[config.mk]
export PLATFORM = sky130hd
export DESIGN_NAME = pipe_hazard_ctrl
export DESIGN_NICKNAME = d
export VERILOG_FILES = /design/src/rtl/pipe_hazard_ctrl.sv
export SDC_FILE = /design/constraint.sdc
export NUM_CORES = 1
export LEC_CHECK = 0
export ABC_AREA = 1
export CORE_MARGIN = 10
export CORE_UTILIZATION = 45
export DETAILED_ROUTE_END_ITERATION = 16
export PLACE_DENSITY_LB_ADDON = 0.2
export SETUP_SLACK_MARGIN = 0.02
export SYNTH_ARGS = -nofsm -noshare
export SYNTH_HDL_FRONTEND = slang
export SYNTH_SLANG_ARGS = --single-unit
[constraint.sdc]
create_clock -name clk -period 3.6 [get_ports clk]
set_clock_uncertainty 0.1 [all_clocks]
set_input_delay 0.54 -clock clk [delete_from_list [all_inputs] [get_ports clk]]
set_output_delay 0.54 -clock clk [all_outputs]
set_load 0.005 [all_outputs]
[src/rtl/pipe_hazard_ctrl.sv]
// rtl/pipe_hazard_ctrl.sv - hazard, forwarding, memory-wait and perf-count control for the 5-stage ARM pipeline
module pipe_hazard_ctrl #(
    parameter int REG_W   = 4,
    parameter int MEM_LAT = 1,
    parameter int FWD_EN  = 1,
    parameter int CNT_W   = 32
) (
    input  logic             clk,
    input  logic             reset,
    input  logic [REG_W-1:0] ra1d,
    input  logic [REG_W-1:0] ra2d,
    input  logic [REG_W-1:0] ra1e,
    input  logic [REG_W-1:0] ra2e,
    input  logic [REG_W-1:0] rd_e,
    input  logic [REG_W-1:0] rd_m,
    input  logic [REG_W-1:0] rd_w,
    input  logic             reg_write_e,
    input  logic             reg_write_m,
    input  logic             reg_write_w,
    input  logic             mem_to_reg_e,
    input  logic             mem_req_m,
    input  logic             pc_src_d,
    input  logic             pc_src_e,
    input  logic             pc_src_m,
    input  logic             pc_src_w,
    input  logic             branch_taken_e,
    output logic [1:0]       forward_ae,
    output logic [1:0]       forward_be,
    output logic             stall_f,
    output logic             stall_d,
    output logic             stall_e,
    output logic             stall_m,
    output logic             flush_d,
    output logic             flush_e,
    output logic             flush_w,
    output logic [CNT_W-1:0] stall_cycles,
    output logic [CNT_W-1:0] flush_count
);

    localparam logic [REG_W-1:0] R15        = '1;
    localparam bit               HAS_WAIT   = (MEM_LAT > 1);
    localparam bit               FWD        = (FWD_EN != 0);
    localparam int               CNT_INIT_I = (MEM_LAT > 1) ? MEM_LAT - 2 : 0;
    localparam logic [3:0]       CNT_INIT   = CNT_INIT_I[3:0];
    localparam logic [CNT_W-1:0] CNT_ONE    = {{(CNT_W-1){1'b0}}, 1'b1};
    localparam logic [CNT_W-1:0] CNT_MAX    = '1;

    typedef enum logic {IDLE, WAIT} state_t;

    state_t     state, state_nxt;
    logic [3:0] cnt, cnt_nxt;
    logic       memwait;
    logic       ldrstall, rawstall, ls, pcwr_pend;

    // R15 is the PC, never a forwarding or interlock source
    function automatic logic hit(input logic [REG_W-1:0] src, input logic [REG_W-1:0] dst,
                                 input logic we);
        return we && (src == dst) && (src != R15);
    endfunction

    function automatic logic [1:0] fwd_sel(input logic [REG_W-1:0] src);
        if (hit(src, rd_m, reg_write_m))
            return 2'b10;
        else if (hit(src, rd_w, reg_write_w))
            return 2'b01;
        else
            return 2'b00;
    endfunction

    always_ff @(posedge clk or posedge reset) begin
        if (reset) begin
            state <= IDLE;
            cnt   <= 4'd0;
        end else begin
            state <= state_nxt;
            cnt   <= cnt_nxt;
        end
    end

    always_comb begin
        state_nxt = state;
        cnt_nxt   = cnt;
        memwait   = 1'b0;
        case (state)
            IDLE: begin
                if (mem_req_m && HAS_WAIT) begin
                    memwait   = 1'b1;
                    state_nxt = WAIT;
                    cnt_nxt   = CNT_INIT;
                end
            end
            WAIT: begin
                if (cnt != 4'd0) begin
                    memwait = 1'b1;
                    cnt_nxt = cnt - 4'd1;
                end else begin
                    state_nxt = IDLE;
                end
            end
            default: state_nxt = IDLE;
        endcase
    end

    always_comb begin
        ldrstall  = mem_to_reg_e && (hit(ra1d, rd_e, reg_write_e) || hit(ra2d, rd_e, reg_write_e));
        // W is not checked: the regfile writes on the falling edge
        rawstall  = hit(ra1d, rd_e, reg_write_e) || hit(ra2d, rd_e, reg_write_e) ||
                    hit(ra1d, rd_m, reg_write_m) || hit(ra2d, rd_m, reg_write_m);
        ls        = FWD ? ldrstall : rawstall;
        pcwr_pend = pc_src_d || pc_src_e || pc_src_m;
    end

    always_comb begin
        forward_ae = 2'b00;
        forward_be = 2'b00;
        stall_f    = 1'b0;
        stall_d    = 1'b0;
        stall_e    = 1'b0;
        stall_m    = 1'b0;
        flush_d    = 1'b0;
        flush_e    = 1'b0;
        flush_w    = 1'b0;
        if (reset) begin
            flush_d = 1'b1;
            flush_e = 1'b1;
        end else begin
            if (FWD) begin
                forward_ae = fwd_sel(ra1e);
                forward_be = fwd_sel(ra2e);
            end
            if (memwait) begin
                // freeze the whole pipe; a taken branch waits in E until memory completes
                stall_f = 1'b1;
                stall_d = 1'b1;
                stall_e = 1'b1;
                stall_m = 1'b1;
                flush_w = 1'b1;
            end else begin
                stall_f = ls || pcwr_pend;
                stall_d = ls;
                flush_d = (pcwr_pend || pc_src_w || branch_taken_e) && !ls;
                flush_e = ls || branch_taken_e;
            end
        end
    end

    always_ff @(posedge clk or posedge reset) begin
        if (reset) begin
            stall_cycles <= '0;
            flush_count  <= '0;
        end else begin
            if (stall_f && (stall_cycles != CNT_MAX))
                stall_cycles <= stall_cycles + CNT_ONE;
            if (branch_taken_e && !memwait && (flush_count != CNT_MAX))
                flush_count <= flush_count + CNT_ONE;
        end
    end

endmodule

### Word-level counts from Yosys, hierarchy flattened

Index checks and enable logic that the tools add are counted.

* bits in registers: 69
* input port bits: 40
* output and inout port bits: 75

* reduce and logical (&&, ||, !) cells: 28
* add/sub/neg operators: 3
* mux-type cells: 18
* eq/ne operators: 12

Operators by type and width (number)
* 32-bit by 1-bit adder with 32-bit output (second input constant): 2
* 32-bit != test (second input constant): 2
* 4-bit == test: 6
* 1-bit logical AND: 17
* 4-bit != test (second input constant): 4
* 1-bit two-way mux: 14
* 2-bit two-way mux: 4
* 1-bit logical OR: 7
* 4-bit nonzero test: 1
* 4-bit by 1-bit subtractor with 4-bit output (second input constant): 1
* 1-bit zero test: 2
* 2-bit AND reduction: 1

### Depth between registers and ports, before layout

Gate-level depths: netlist (run 1).

* depth after elaboration: 9
* gate-level depth with buffers: 12

### Worst setup path before layout (run 1)

OpenSTA, ideal clock, no wires.

* path kind: input port to output port
* start: input reset
* end: output stall_f
* stages on the path: 4
* path buffers: 1
* required time: 2.960 ns
* arrival: 2.749 ns
* setup slack: 0.211 ns
* cells stage by stage: inv_1 > nand3_1 > nand3_2 > buf_2

* longest elaborated chain between the ends: 1

RTL lines
* start, declared: RTL line 9 `input logic reset,`
* 1-bit two-way mux: RTL line 123 `if (reset) begin`
* end, declared: RTL line 29 `output logic stall_f,`

No other way between the ends.

### Worst setup path after layout (run 1)

* start: input ra2e[0]
* end: output forward_be[1]

* longest elaborated chain between the ends: 5
* elaborated cells on any way between the ends: 6
* classes of those cells: eq/ne: 2; mux: 2; reduce/logical: 2

RTL lines
* start, declared: RTL line 13 `input logic [REG_W-1:0] ra2e,`
* 4-bit == test: RTL line 58 `return we && (src == dst) && (src != R15);`
* 1-bit logical AND: RTL line 58
* 1-bit logical AND *: RTL line 58
* 2-bit two-way mux *: RTL line 62 `if (hit(src, rd_m, reg_write_m))`
* 2-bit two-way mux *: RTL line 123
* end, declared: RTL line 28 `output logic [1:0] forward_be,`

Every way passes the cells marked *; elsewhere a longest branch is shown, timed or not.

==> metrics.md, run 1 <==
| Metric | Value |
|---|---|
| Status | `complete, no violations` |
| CTS root buf | `clkbuf_8` |
| Final nets | `840` |
| P_leak | `2.85 nW` |
| H-tree depth | `3` |
| IO Count | `115` |
| Die Y-Extent | `122 um` |
| Int Pwr | `1.42 mW` |
| Largest net degree at the start of global routing | `70` |
| Starting Density | `45.8%` |
| Hold Path Class | `flip-flop to flip-flop` |
| Vias/cell | `5.08` |
| Clk network pwr share | `29.5%` |
| Initial antenna violation count | `0` |
| Design area | `6100 sq um` |
| # diodes | `0` |
| Max Fclk | `0.334 GHz` |
| Syn Area/Cell | `6.85 sq um` |
| Slew Viols, Final | `0` |
| Final hold vios | `0` |
| Combinational share of power | `24.2%` |
| Switch Pwr | `0.658 mW` |
| Worst EP arrival | `2.35 ns` |
| PD cells | `341 nW/um^2` |
| Total CTS buffers | `9` |
| Die X | `122 um` |
| Tmin final | `2.99 ns` |
| Post-cts gate resize count | `0` |
| Flip-flop and latch count after synthesis | `69` |
| Reg power frac | `46.2%` |
| Total track usage | `18.3%` |
| Mapped Area | `4680 sq um` |
| Relative slew slack | `39.0%` |
| WL per Instance | `14.5 um` |
| Setup repair bufs after CTS | `0` |
| Final setup violating endpoints | `0` |
| Fillers | `979` |
| Post-synthesis sequential area ratio | `36.9%` |
| Total gr overflow | `0` |
| Sw frac | `31.7%` |
| Least-Margin Pin Slew | `0.915 ns` |
| Port Buffers | `113` |
| Placed cell areas | `5920 sq um` |
| Core ar. | `10200 sq um` |
| First-pass GRT wire length | `22400 um` |
| Hold buffer count at cts | `0` |
| Clock sink total | `69` |
| RSZ-0062 raised after global routing | `false` |
| Crit end category | `output pin` |
| Wirelength, routed | `13600 um` |
| Async S/R FF share, synth | `100%` |
| Clock latency on the worst-skew pair | `0.34 ns` |
| WS Path Type | `primary input to output pin` |
| Number of global-route vias before repair | `4649` |
| DRT Pass-1 Iters | `8` |
| Post-synth EDFFs | `0` |
| Die ar. | `14900 sq um` |
| Max VDD drop | `302 uV` |
| Detail Route Antenna Nets | `0` |
| Finished Core Util | `59.6%` |
| Layout area overhead | `30.2%` |
| CTS clk-pin slew, worst paths | `0.07 ns` |
| Final GP Congestion | `0.932` |
| Synth warn | `0` |
| Critical Path RT | `2.96 ns` |
| CTS tree | `built` |
| Post-synth net total | `727` |
| Share of layout cells above drive strength 1 | `3.87%` |
| Post-synth cell types | `32` |
| Crit path launch type | `primary input` |
| Longest Clk Path Bufs | `2` |
| Total Negative Setup Slacks | `0 ns` |
| Iter 0 DRT Violations | `343` |
| Rows | `37` |
| Mapped Cells | `684` |
| Max Cap Viol | `0` |
| Hpwl dp | `10400 um` |
| Via count | `4756` |
| Fin crit share | `83.1%` |
| DRC errors left | `0` |
| CP Max Fanout | `5` |
| Prevailing post-synth register cell | `dfrtp_1` |
## logic make-up after synthesis
group	Yosys count	share of synthesized area [%]
flops	69	36.9
fa+ha+maj	3	0.801
xor+xnor	61	11.4
buf+inv	89	7.99
compound gates	32	3.77
simple gates	430	39.2
## power by group through the flow
stage	Combinational, mW	Clock [mW]	Sequential [mW]
2_1_floorplan	0.233	0	0.952
3_3_place_gp	0.491	0	0.969
3_5_place_dp	0.503	0	0.971
4_1_cts	0.508	0.628	0.959
5_1_grt	0.558	0.657	0.975
6_report	0.503	0.613	0.960
## final timing paths
| path | from | end | slack (ns) | cells after the start |
|---|---|---|---|---|
| worst min register to register | cnt[2] | cnt[2] | 0.39 | 2 |
| max in group asynchronous | reset | stall_cycles[30] | 1.90 | 3 |
| min in group asynchronous | reset | flush_count[4] | 0.86 | 3 |
| worst min-delay path | cnt[2] | cnt[2] | 0.39 | 2 |
| worst max register to register | flush_count[0] | flush_count[4] | 1.10 | 12 |
| worst max-delay path | ra2e[0] | forward_be[1] | 0.61 | 7 |
## synth_stat cells, types with 2 or more instances
library cell / number / area, sq um
a21oi_1: 7 / 35.0
dfrtp_1: 69 / 1730
buf_2: 8 / 40.0
nand4_1: 13 / 81.3
o21ai_1: 7 / 35.0
buf_1: 2 / 7.51
nor3_1: 33 / 165
nand3_1: 51 / 255
nand3_2: 2 / 20.0
xnor2_1: 16 / 140
ha_1: 3 / 37.5
nand2_1: 248 / 931
inv_1: 71 / 267
o21ai_0: 9 / 45.0
nand2b_1: 2 / 12.5
inv_2: 3 / 11.3
o22ai_1: 7 / 43.8
xor2_1: 45 / 394
nor2_1: 72 / 270
buf_4: 2 / 15.0
buf_6: 3 / 33.8
## stage by stage
step / total power [mW] / setup WS [ns] / instances / hold WS [ns]
6_report: 2.08 / 0.607 / 937 / 0.394
5_1_grt: 2.19 / 0.474 / 937 / 0.411
4_1_cts: 2.10 / 0.631 / 937 / 0.402
3_5_place_dp: 1.47 / 0.650 / 922 / 0.385
3_3_place_gp: 1.46 / 0.696 / 922 / 0.368
2_1_floorplan: 1.18 / 0.211 / 684 / 0.352
## layout by cell type, fill, tap and decap left out, drive strengths merged
cell           count
a21oi              7
a221oi             1
buf                4
bufinv             1
clkbuf            10
clkdlybuf4s50    113
clkinv             3
clkinvlp           1
dfrtp             69
ha                 3
inv               74
nand2            249
nand2b             2
nand3             53
nand3b             1
nand4             14
nor2              75
nor3              34
nor4               1
o21ai             17
o22ai              7
or3                1
xnor2             16
xor2              45
## worst max-delay path, cell delays in order
cell	delay (ns)
clkdlybuf4s50_1	0.60
o22ai_1	0.13
a21oi_1	0.19
nand4_1	0.09
nand2b_1	0.18
nor2_1	0.09
clkdlybuf4s50_1	0.52
## per-layer routing
metal | vias up | wire length (um) | GRT usage, % | share of wire (%)
met3 | 30 | 791 | 3.38 | 5.8
li1 | 2389 | - | - | -
met4 | 0 | 376 | 7.30 | 2.8
met1 | 2197 | 5610 | 21.6 | 41
met5 | - | 0 | 0 | 0
met2 | 140 | 6840 | 32.1 | 50
## state kept, by name (all words and copies together), names as in the netlist
name	flops
flush_count	32
state	1
cnt	4
stall_cycles	32
## area by class of cell
class	count	area [sq um]	area share [%]
multi-input combinational	526	2580	42.4
tap	136	170	2.79
clock buffer	10	128	2.09
timing repair buffer	117	1160	19.0
sequential	69	1730	28.3
clock inverter	5	52.6	0.862
inverter	74	278	4.55
Power figures use the tool's default switching activity.
==> run 2, diff against run 1 <==
==> constraint.sdc (replaced) <==
create_clock -name clk -period 3.1 [get_ports clk]
set_clock_uncertainty 0.1 [all_clocks]
set_input_delay 0.465 -clock clk [delete_from_list [all_inputs] [get_ports clk]]
set_output_delay 0.465 -clock clk [all_outputs]
set_load 0.005 [all_outputs]
==> run 2 against run 1 <==
Net effect: sequential share of layout area is 0.33 points lower; sequential cell count stayed put; register-to-register slack worse by 0.36 ns; critical path depth is 2 higher; die area stayed put; critical path type is now flip-flop to output pin; largest cell class unchanged; largest power group unchanged.
==> metrics.md, run 2 (synthesis results as in run 1) <==
| Metric | Value |
|---|---|
| Status | `complete, no violations (unchanged)` |
| WL per Instance | `14.5 um (about the same)` |
| # diodes | `0 (unchanged)` |
| Vias/cell | `5.03 (was 5.08)` |
| Starting Density | `45.8% (unchanged)` |
| RSZ-0062 raised after global routing | `false (unchanged)` |
| Commonest cells after routing, fill and taps aside | `nand2_1 (248), clkdlybuf4s50_1 (113), nor2_1 (72), inv_1 (70), dfrtp_1 (69) (unchanged)` |
| Iter 0 DRT Violations | `317 (was 343)` |
| Die X | `122 um (unchanged)` |
| CTS clk-pin slew, worst paths | `0.07 ns (about the same)` |
| Clock latency on the worst-skew pair | `0.35 ns (was 0.34 ns)` |
| Slew Viols, Final | `0 (unchanged)` |
| DRC errors left | `0 (unchanged)` |
| Tmin final | `2.83 ns` |
| Largest net degree at the start of global routing | `70 (unchanged)` |
| Final hold vios | `0 (unchanged)` |
| CTS tree | `built (unchanged)` |
| DRT Pass-1 Iters | `5 (was 8)` |
| Share of layout cells above drive strength 1 | `3.99% (was 3.87%)` |
| Total Negative Setup Slacks | `0 ns (unchanged)` |
| Max Fclk | `0.354 GHz` |
| Crit path launch type | `flip-flop (was primary input)` |
| Longest Clk Path Bufs | `2 (unchanged)` |
| Relative slew slack | `40.2% (was 39.0%)` |
| Final nets | `840 (unchanged)` |
| Final GP Congestion | `0.944 (was 0.932)` |
| Max VDD drop | `375 uV (was 302 uV)` |
| Max Cap Viol | `0 (unchanged)` |
| Worst Hold Path Cells | `2 (unchanged)` |
| H-tree depth | `3 (unchanged)` |
| Finished Core Util | `60.3% (was 59.6%)` |
| Number of global-route vias before repair | `4641 (was 4649)` |
| Port Buffers | `113 (unchanged)` |
| Slowest stage delay, CP | `0.54 ns (was 0.60 ns)` |
| Layout area overhead | `31.8% (was 30.2%)` |
| Hold Path Class | `flip-flop to flip-flop (unchanged)` |
| CP Max Fanout | `6 (was 5)` |
| Total track usage | `18.5% (was 18.3%)` |
| Post-cts gate resize count | `0 (unchanged)` |
| Die Y-Extent | `122 um (unchanged)` |
| Initial antenna violation count | `0 (unchanged)` |
| Worst EP arrival | `2.26 ns (was 2.35 ns)` |
| Clock sink total | `69 (unchanged)` |
| Crit end category | `output pin (unchanged)` |
| Commonest non-fill, non-tap cell in the layout | `nand2_1 (unchanged)` |
| Setup repair bufs after CTS | `0 (unchanged)` |
| Core ar. | `10200 sq um (unchanged)` |
| Die ar. | `14900 sq um (unchanged)` |
| Reg2reg path depth | `11 (was 12)` |
| CP Cell Sequence | `inv_1 > ha_1 > nand2_1 > o21ai_2 > nor2_1 > inv_1 > nand2_1 > a21oi_1 > clkdlybuf4s50_1 (was clkdlybuf4s50_1 > o22ai_1 > a21oi_1 > nand4_1 > nand2b_1 > nor2_1 > clkdlybuf4s50_1)` |
| PD cells | `424 nW/um^2 (was 341 nW/um^2)` |
| Biggest regs | `flush_count x32, stall_cycles x32, cnt x4 (unchanged)` |
| First-pass GRT wire length | `22600 um (was 22400 um)` |
| Total gr overflow | `0 (unchanged)` |
| CP max stage cell | `clkdlybuf4s50_1 (unchanged)` |
| Hpwl dp | `10500 um (was 10400 um)` |
| Total CTS buffers | `9 (unchanged)` |
| Detail Route Antenna Nets | `0 (unchanged)` |
| Final setup violating endpoints | `0 (unchanged)` |
| Least-Margin Pin Slew | `0.897 ns (was 0.915 ns)` |
| CTS root buf | `clkbuf_8 (unchanged)` |
| Hold buffer count at cts | `0 (unchanged)` |
| Critical Path RT | `2.53 ns (was 2.96 ns)` |
| Via count | `4721 (was 4756)` |
| Rows | `37 (unchanged)` |
| IO Count | `115 (unchanged)` |
| Fin crit share | `91.2%` |
| WS Path Type | `flip-flop to output pin (was primary input to output pin)` |
| Wirelength, routed | `13600 um (about the same)` |
| P_leak | `2.88 nW (was 2.85 nW)` |
[run 2: changes by cell type in the layout (fill, tap and decap cells not counted)]
cell / previous run / this run
clkbuf_8: 9 / 10
bufinv_16: 1 / 3
clkinv_2: 3 / 0
clkinv_4: 0 / 2
inv_2: 4 / 3
[run 2: report_power, final]
group          internal (mW)  switching (mW)  total, mW
clock                  0.560           0.362      0.922
combinational          0.301           0.283      0.583
sequential             0.983           0.129       1.11
total                   1.84           0.773       2.62
[run 2: worst paths after layout]
kind	from	end	slack, ns
worst min-delay path	cnt[1]	cnt[1]	0.40
worst max register to register	flush_count[0]	flush_count[4]	0.74
worst max-delay path	cnt[0]	flush_d	0.27
max in group asynchronous	reset	stall_cycles[5]	1.50
min in group asynchronous	reset	flush_count[1]	0.82
worst min register to register	cnt[1]	cnt[1]	0.40
[run 2: metrics by stage]
stage | hold slack (ns) | power, mW | setup WS (ns) | instance area (sq um) | std cells
after floorplan | 0.352 | 1.38 | 0.306 | 4690 | 684
final | 0.401 | 2.62 | 0.272 | 6170 | 938
after CTS | 0.403 | 2.64 | 0.228 | 6170 | 938
after global routing | 0.410 | 2.76 | 0.122 | 6170 | 938
after detailed placement | 0.384 | 1.71 | 0.294 | 5920 | 922
after global placement | 0.368 | 1.69 | 0.338 | 5920 | 922
[run 2: critical path: cells and delay by family (launching register included)]
kind	cells	cell delay, ns
AO/OA/AOI/OAI	2	0.37
adder cells (fa/ha/maj)	1	0.18
buffers and inverters	3	0.74
flip-flops	1	0.36
AND/OR/NAND/NOR	3	0.28
[run 2: cell type report]
cell class              count  area, sq um
fillers                   952         4060
inverters                  74          282
clock inverters             5          108
well taps                 136          170
clock buffers              11          141
multi-input cells         526         2580
repair buffers            117         1160
flip-flops and latches     69         1730
[run 2: layer usage]
metal | vias up | routed length, um | GRT usage (%)
met5 | - | 0 | 0
met4 | 0 | 214 | 5.89
met3 | 17 | 794 | 3.89
met2 | 105 | 7050 | 33.1
met1 | 2212 | 5570 | 21.4
li1 | 2387 | - | -
==> run 3, diff against run 2 <==
--- a/config.mk
+++ b/config.mk
@@ -6,8 +6,9 @@
 export NUM_CORES = 1
 export LEC_CHECK = 0
 export ABC_AREA = 1
+export CAP_MARGIN = 20
 export CORE_MARGIN = 10
-export CORE_UTILIZATION = 45
+export CORE_UTILIZATION = 50
 export DETAILED_ROUTE_END_ITERATION = 16
 export PLACE_DENSITY_LB_ADDON = 0.2
 export SETUP_SLACK_MARGIN = 0.02
==> run 3 against run 2 <==
Net effect: count of clock-buffer cells in the layout is the same; global-route usage is 1.5 points higher; clock power shrank 16%; utilization up 6.0 points; non-clock buffer count did not move; wire length decreased by 2.1%; critical path type is now primary input to output pin; sequential share of layout area rose by 0.32 points; highest routed layer unchanged.
==> metrics.md, run 3 (synthesis results as in run 1) <==
| Metric | Value |
|---|---|
| Placed cell areas | `5890 sq um (was 5920 sq um)` |
| IO Count | `115 (unchanged)` |
| P_leak | `2.85 nW (was 2.88 nW)` |
| Final hold vios | `0 (unchanged)` |
| Number of global-route vias before repair | `4773 (was 4641)` |
| Status | `complete, no violations (unchanged)` |
| Met1 Track Usage GR | `22.8% (was 21.4%)` |
| Iter 0 DRT Violations | `322 (was 317)` |
| # diodes | `0 (unchanged)` |
| Total gr overflow | `0 (unchanged)` |
| Post-cts gate resize count | `0 (unchanged)` |
| Final setup violating endpoints | `0 (unchanged)` |
| Least-Margin Pin Slew | `0.871 ns (was 0.897 ns)` |
| Hpwl dp | `10200 um (was 10500 um)` |
| CP startpoint | `rd_e[0] (was cnt[0])` |
| Max Fclk | `0.356 GHz (was 0.354 GHz)` |
| R2r setup slk | `0.72 ns (was 0.74 ns)` |
| Die ar. | `13600 sq um (was 14900 sq um)` |
| H-tree depth | `3 (unchanged)` |
| Met3 usage | `3.47% (was 3.89%)` |
| RR Endpoint | `stall_cycles[8] (was flush_count[4])` |
| Via count | `4737 (was 4721)` |
| Setup repair bufs after CTS | `0 (unchanged)` |
| CTS tree | `built (unchanged)` |
| Port Buffers | `113 (unchanged)` |
| Hold Path End | `cnt[1] (unchanged)` |
| RSZ-0062 raised after global routing | `false (unchanged)` |
| Final nets | `840 (unchanged)` |
| Hold buffer count at cts | `0 (unchanged)` |
| Reg2reg start | `stall_cycles[0] (was flush_count[0])` |
| Max VDD drop | `432 uV (was 375 uV)` |
| CTS root buf | `clkbuf_8 (unchanged)` |
| Biggest regs | `flush_count x32, stall_cycles x32, cnt x4 (unchanged)` |
| Reg2reg path depth | `9 (was 11)` |
| Total Negative Setup Slacks | `0 ns (unchanged)` |
| Rows | `35 (was 37)` |
| Die X | `117 um (was 122 um)` |
| Layer with the highest usage | `met2 (unchanged)` |
| Fillers | `838 (was 952)` |
| DRC errors left | `0 (unchanged)` |
| Crit end category | `output pin (unchanged)` |
| Commonest cells after routing, fill and taps aside | `nand2_1 (248), clkdlybuf4s50_1 (113), nor2_1 (72), inv_1 (70), dfrtp_1 (69) (unchanged)` |
| Crit path launch type | `primary input (was flip-flop)` |
| Tmin final | `2.81 ns (was 2.83 ns)` |
| Wirelength, routed | `13300 um (was 13600 um)` |
| CP Max Fanout | `5 (was 6)` |
| Max Cap Viol | `0 (unchanged)` |
| Hold Path Class | `flip-flop to flip-flop (unchanged)` |
| WS Path Type | `primary input to output pin (was flip-flop to output pin)` |
| Clock sink total | `69 (unchanged)` |
| Hold WS | `0.389 ns (was 0.401 ns)` |
| Layout area overhead | `30.3% (was 31.8%)` |
| CTS clk-pin slew, worst paths | `0.07 ns (about the same)` |
| Vias/cell | `5.19 (was 5.03)` |
| Detail Route Antenna Nets | `0 (unchanged)` |
| Relative slew slack | `41.9% (was 40.2%)` |
| Initial antenna violation count | `0 (unchanged)` |
| Final GP Congestion | `0.888 (was 0.944)` |
| Worst Hold Path Cells | `2 (unchanged)` |
| Clock latency on the worst-skew pair | `0.34 ns (was 0.35 ns)` |
| Core ar. | `9200 sq um (was 10200 sq um)` |
| Critical Path RT | `2.53 ns (about the same)` |
| Total track usage | `20.0% (was 18.5%)` |
| PD cells | `405 nW/um^2 (was 424 nW/um^2)` |
| Worst EP arrival | `2.24 ns (was 2.26 ns)` |
| DRT Pass-1 Iters | `5 (unchanged)` |
| Power Total | `2.47 mW (was 2.62 mW)` |
| Hold_sp | `cnt[1] (unchanged)` |
| Fin crit share | `90.6% (was 91.2%)` |
| Design area | `6100 sq um (was 6170 sq um)` |
| Starting Density | `50.9% (was 45.8%)` |
| Total CTS buffers | `9 (unchanged)` |
| First-pass GRT wire length | `22200 um (was 22600 um)` |
| M2 GR Usage | `36.3% (was 33.1%)` |
| Share of layout cells above drive strength 1 | `4.11% (was 3.99%)` |
| WL per Instance | `14.6 um (was 14.5 um)` |
| Slew Viols, Final | `0 (unchanged)` |
| Largest net degree at the start of global routing | `70 (unchanged)` |
| Commonest non-fill, non-tap cell in the layout | `nand2_1 (unchanged)` |
| Die Y-Extent | `117 um (was 122 um)` |
| Longest Clk Path Bufs | `2 (unchanged)` |
## run 3: cell types whose count changed in the layout (fill, tap and decap cells not counted)
cell | before | now
bufinv_16 | 3 | 1
clkbuf_1 | 1 | 0
clkbuf_8 | 10 | 11
clkinv_2 | 0 | 1
clkinv_4 | 2 | 1
clkinvlp_4 | 1 | 3
## run 3: per-layer routing
metal / vias up / share of wire (%)
met3: 22 / 4.9
met2: 121 / 51
met5: - / 0
li1: 2380 / -
met4: 0 / 2.0
met1: 2214 / 42
## run 3: worst max-delay path, cell delays in order
cell and delay (ns):
clkdlybuf4s50_1 0.55, inv_1 0.07, nand2_1 0.06, nand2_1 0.05
nor2_1 0.12, nand3_1 0.08, nand2_1 0.10, a21oi_1 0.07
o21ai_0 0.15, clkdlybuf4s50_1 0.55
## run 3: report_power, final
group / total [mW] / internal [mW] / switching, mW
clock: 0.777 / 0.416 / 0.361
combinational: 0.580 / 0.301 / 0.280
sequential: 1.11 / 0.983 / 0.131
total: 2.47 / 1.70 / 0.772
## run 3: layout make-up
class	count	area, sq um	share of cell area (%)
flip-flops and latches	69	1730	28.3
inverters	74	282	4.61
repair buffers	117	1160	19.0
clock buffers	11	151	2.48
well taps	111	139	2.28
multi-input cells	526	2580	42.3
clock inverters	5	58.8	0.964
## run 3: stage by stage
stage,worst slack (ns),util (%),instances
after floorplan,0.306,-,684
after global placement,0.365,64.1,897
after detailed placement,0.294,64.1,897
after CTS,0.274,66.4,913
after global routing,0.0997,66.4,913
final,0.290,66.4,913
## run 3: how the worst max path moves through the flow
stage	to	slack [ns]	depth (start not counted)
final	flush_e	0.29	10
after global routing	flush_d	0.1	9
after CTS	flush_d	0.27	9
after detailed placement	stall_f	0.29	10
after global placement	stall_f	0.37	10
after floorplan	stall_f	0.31	4
